===== src/rtl/bitwise_xor_core.sv =====
// Registered bitwise XOR with zero/parity condition flags and one-cycle latency.
// Optional BXOR_POPCOUNT_EN adds a registered ones_count output.
module bitwise_xor_core #(
    parameter int unsigned WIDTH = 4
) (
    input  logic             clk,
    input  logic             rst,
    input  logic             in_valid,
    input  logic [WIDTH-1:0] in1,
    input  logic [WIDTH-1:0] in2,
    output logic [WIDTH-1:0] bxor_out,
    output logic             out_valid,
    output logic             zero,
    output logic             parity
`ifdef BXOR_POPCOUNT_EN
    ,
    output logic [$clog2(WIDTH+1)-1:0] ones_count
`endif
);

    logic [WIDTH-1:0] result;
    logic [WIDTH-1:0] bxor_d, bxor_q;
    logic             valid_d, valid_q;
    logic             zero_d, zero_q;
    logic             parity_d, parity_q;

    // Operand values only reach the registers through the in_valid mux,
    // so undefined operands while idle never disturb the held outputs.
    always_comb begin
        result   = in1 ^ in2;
        bxor_d   = bxor_q;
        zero_d   = zero_q;
        parity_d = parity_q;
        valid_d  = 1'b0;
        if (in_valid) begin
            bxor_d   = result;
            zero_d   = (result == '0);
            parity_d = ^result;
            valid_d  = 1'b1;
        end
    end

    always_ff @(posedge clk) begin
        if (rst) begin
            bxor_q   <= '0;
            valid_q  <= 1'b0;
            zero_q   <= 1'b1;
            parity_q <= 1'b0;
        end else begin
            bxor_q   <= bxor_d;
            valid_q  <= valid_d;
            zero_q   <= zero_d;
            parity_q <= parity_d;
        end
    end

    assign bxor_out  = bxor_q;
    assign out_valid = valid_q;
    assign zero      = zero_q;
    assign parity    = parity_q;

`ifdef BXOR_POPCOUNT_EN
    localparam int unsigned CW = $clog2(WIDTH + 1);

    logic [CW-1:0] pop;
    logic [CW-1:0] ones_d, ones_q;

    always_comb begin
        pop = '0;
        for (int unsigned i = 0; i < WIDTH; i++) begin
            pop = pop + CW'(result[i]);
        end
        ones_d = in_valid ? pop : ones_q;
    end

    always_ff @(posedge clk) begin
        if (rst) begin
            ones_q <= '0;
        end else begin
            ones_q <= ones_d;
        end
    end

    assign ones_count = ones_q;
`endif

endmodule


===== config.mk =====
export PLATFORM = sky130hd
export DESIGN_NAME = bitwise_xor_core
export DESIGN_NICKNAME = d
export VERILOG_FILES = /design/src/rtl/bitwise_xor_core.sv
export SDC_FILE = /design/constraint.sdc
export NUM_CORES = 1
export LEC_CHECK = 0
export ABC_AREA = 1
export CORE_MARGIN = 2
export CORE_UTILIZATION = 25
export DETAILED_ROUTE_END_ITERATION = 12
export PLACE_DENSITY_LB_ADDON = 0.1
export SYNTH_ARGS = -nofsm -noshare
export SYNTH_HDL_FRONTEND = slang
export SYNTH_SLANG_ARGS = --single-unit

===== constraint.sdc =====
create_clock -name clk -period 3 [get_ports clk]
set_input_delay 0.6 -clock clk [delete_from_list [all_inputs] [get_ports clk]]
set_output_delay 0.6 -clock clk [all_outputs]
set_load 0.05 [all_outputs]

# After elaboration in Yosys (flattened, before gate mapping)
# Cells that the tools add are included.
[classes]
mux = 1
bitwise_logic = 1
n_reduce_logical = 2
[op_table]
columns = ["op", "count"]
rows = [
  ["$logic_not A4 Y1", 1],
  ["$reduce_xor A4 Y1", 1],
  ["$xor A4 B4 Y4", 1],
  ["$mux W1", 1],
]
[word_totals]
regBits = 7
inputBits = 11
elab_cells = 8

# Longest topological paths before layout
[depth]
depth_word = 2
depth_mapped = 9
mapped_depth_nobuf = 9

# Worst setup path before layout
# OpenSTA, ideal clock, no wires.
[synth_path]
kind = "input-to-reg"
startpoint = "input port in1[2]"
endpoint = "register parity_q (netlist: parity)"
setup_time_ns = 0.109
arrival_time_ns = 1.320
t_required_ns = 2.891
setup_slack_ns = 1.571
stages = 8
n_path_buf = 0
path_cell_list = "inv_1 > nand2_1 > and2_1 > ha_1 > nand2_1 > nand3_1 > nand2_1 > inv_1"
[synth_between]
elab_chain_len = 2
[synth_rtl]
columns = ["item", "line_no", "source"]
rows = [
  ["start, declared", "9", "input logic [WIDTH-1:0] in1,"],
  ["$xor A4 B4 Y4", "30", "result = in1 ^ in2;"],
  ["$reduce_xor A4 Y1", "38", "parity_d = ^result;"],
  ["end signal, assigned", "53", "parity_q <= parity_d;"],
  ["end, declared", "25", "logic parity_d, parity_q;"],
]
# Every way passes these cells.
# A chain may end at the register's enable or synchronous reset.

# Worst setup path after layout
[layout_path]
startpoint = "register parity_q (netlist: parity)"
endpoint = "output port parity"
[layout_rtl]
columns = ["item", "line_no", "source"]
rows = [
  ["end, declared", "14", "output logic parity"],
]
# No word-level cell between the ends.

==> results_dict.tcl <==
set metrics [dict create \
    status "completed" \
    clock-root-buffer "clkbuf_4" \
    critPathArrivalTime_ns 1.38 \
    required_ns 2.40 \
    grt_pass1_vias 340 \
    critPathSlowestCell "clkdlybuf4s50_1" \
    p_clk_share_pct 31.3 \
    portBuffers 17 \
    slew_headroom_pct 67.19 \
    path_buf_inv 1 \
    grt_pass1_wl_mm 1.331 \
    postSynthNetCount 77 \
    grt_max_degree 13 \
    grt_usage_pct 9.524 \
    worstMarginPinSlew_ns 0.4907 \
    layout-drive-gt1-share_pct 3.571 \
    area_delta_synth_final_pct 51.57 \
    die_area_mm2 0.001927 \
    yosys_warnings 0 \
    cts_setup_buffers 0 \
    worstPathCellList "clkdlybuf4s50_1" \
    drc 0 \
    antenna_found_initial 0 \
    cts_tree "done" \
    rows 14 \
    initial_utilization_pct 26.41 \
    clock_latency_ns 0.25 \
    swShare_pct 31.91 \
    irDropWorstVdd_mv 0.1279 \
    syn_area_um2 397.9 \
    max_freq_mhz 504.8 \
    worstSetupEndpointType "primary output" \
    n_antenna_cell 0 \
    pwr-share-seq_pct 37.6 \
    critPathMaxStageDelay_ns 0.80 \
    ys_types 9 \
    hpwlAfterDp_um 595.3 \
    intPower_uw 187.3 \
    place_inst 96 \
    final.setup.tns_ns 0 \
    layout.nets 98 \
    core_area_mm2 0.001506 \
    min_period_over_period_pct 66.03 \
    drt-vias-per-instance 3.910 \
    critical_path_class "reg2out" \
    gp_congestion 0.6908 \
    final_common_cell "clkdlybuf4s50_1" \
    cts.sinks 7 \
    final-setup-viol-count 0 \
    avgSynthCellArea_um2 6.217 \
    clk_pin_slew_worst_paths_ns 0.05 \
    p_comb_share_pct 31.1 \
    rsz0062_at_grt "no" \
    p_per_area_mw_per_mm2 456.3 \
    synth_cells 64 \
    cp-start-kind "flip-flop" \
    cts_buffers 3 \
    yosysSeqAreaShare_pct 35.22 \
    totalWireLength_um 792 \
    cts_hold_buffers 0 \
    power_switching_uw 87.81 \
    ctsResizeCount 0 \
    die_y_um 43.90 \
    final_cell_count_no_fill 100 \
    io_pins 18 \
    layout_common_cells "clkdlybuf4s50_1 (17), inv_1 (16), nand2_1 (16)" \
    dr.first_iter.drc_count 3 \
    cap_violations 0 \
    num_vias 391 \
    drt-pass1-iter-count 2 \
    skew_ns 0 \
    slew_viol_final 0 \
    crit_family "buffers and inverters" \
    critPathMaxFanout 2 \
    final_hold_viol_count 0 \
    synth-seq-cells 7 \
    finalCriticalPeriod_ns 1.981 \
    ant_nets 0 \
    wl_per_cell_um 7.920 \
    grt_overflow 0 \
    clk_path_buf_depth 2 \
    power_leakage_nw 0.3286 \
    hold_class "reg2reg" \
    die-width_um 43.90 \
    cts-htree-levels 1 \
]
through the flow:
step / area (um^2) / hold WS (ns) / setup slack, ns / total power, mW / util [%]
3_3_place_gp: 576.8 / 0.4526 / 1.063 / 0.1906 / 38.29
4_1_cts: 603.1 / 0.4710 / 1.006 / 0.2802 / 40.03
3_5_place_dp: 576.8 / 0.4582 / 1.043 / 0.1912 / 38.29
2_1_floorplan: 397.9 / 0.6724 / 1.571 / 0.1591 / -
6_report: 603.1 / 0.4628 / 1.019 / 0.2752 / 40.03
5_1_grt: 603.1 / 0.5293 / 0.9738 / 0.2958 / 40.03
cells in the mapped netlist:
library cell	n	area, um^2
inv_1	16	60.06
nand2_1	16	60.06
nor2_1	11	41.29
dfxtp_1	7	140.1
nand3_1	6	30.03
and2_1	4	25.02
ha_1	2	25.02
a21oi_1	1	5.000
buf_6	1	11.26
per-layer routing:
layer	share of wire [%]	global-route usage, %
met5	0	0
met1	50	13.38
met3	5.9	1.250
met2	42	12.06
met4	1.9	9.091
logic make-up (layout without fill, tap and decap cells):
kind of cell             Yosys count  in the layout  share of synthesized area (%)
flip-flops                         7              7                          35.22
AND/OR/NAND/NOR                   37             37                          39.31
buffers and inverters             17             37                          17.92
AO/OA/AOI/OAI                      1              1                          1.257
adder cells (fa/ha/maj)            2              2                          6.288
cell type report:
cell class	count	area, um^2
inverter	16	60.06
tap	16	20.02
timing repair buffer	17	170.2
fill	172	903.4
sequential	7	140.1
multi-input combinational	40	186.4
clock buffer	4	26.28
power groups by stage:
stage / logic [mW] / clock network, mW / registers (mW)
after floorplan: 0.0291 / 0 / 0.130
after global placement: 0.0852 / 0 / 0.105
after detailed placement: 0.0857 / 0 / 0.106
after CTS: 0.0860 / 0.0907 / 0.104
after global routing: 0.0938 / 0.0978 / 0.104
final: 0.0856 / 0.0862 / 0.103
path summary, 6_finish.rpt:
kind                            start                       end  slack (ns)  depth (start not counted)
max               parity$_SDFFE_PP0P_                    parity        1.02                          1
min                 zero$_SDFFE_PP1P_         zero$_SDFFE_PP1P_        0.46                          2
max reg2reg  bxor_out[0]$_SDFFE_PP0P_  bxor_out[0]$_SDFFE_PP0P_        2.34                          4
min reg2reg         zero$_SDFFE_PP1P_         zero$_SDFFE_PP1P_        0.46                          2
registers in the layout (all words and copies together) (netlist names):
| register | count |
|---|---|
| bxor_out | 4 |
| zero | 1 |
| parity | 1 |
| out_valid | 1 |
(Power assumes the default switching activity.)
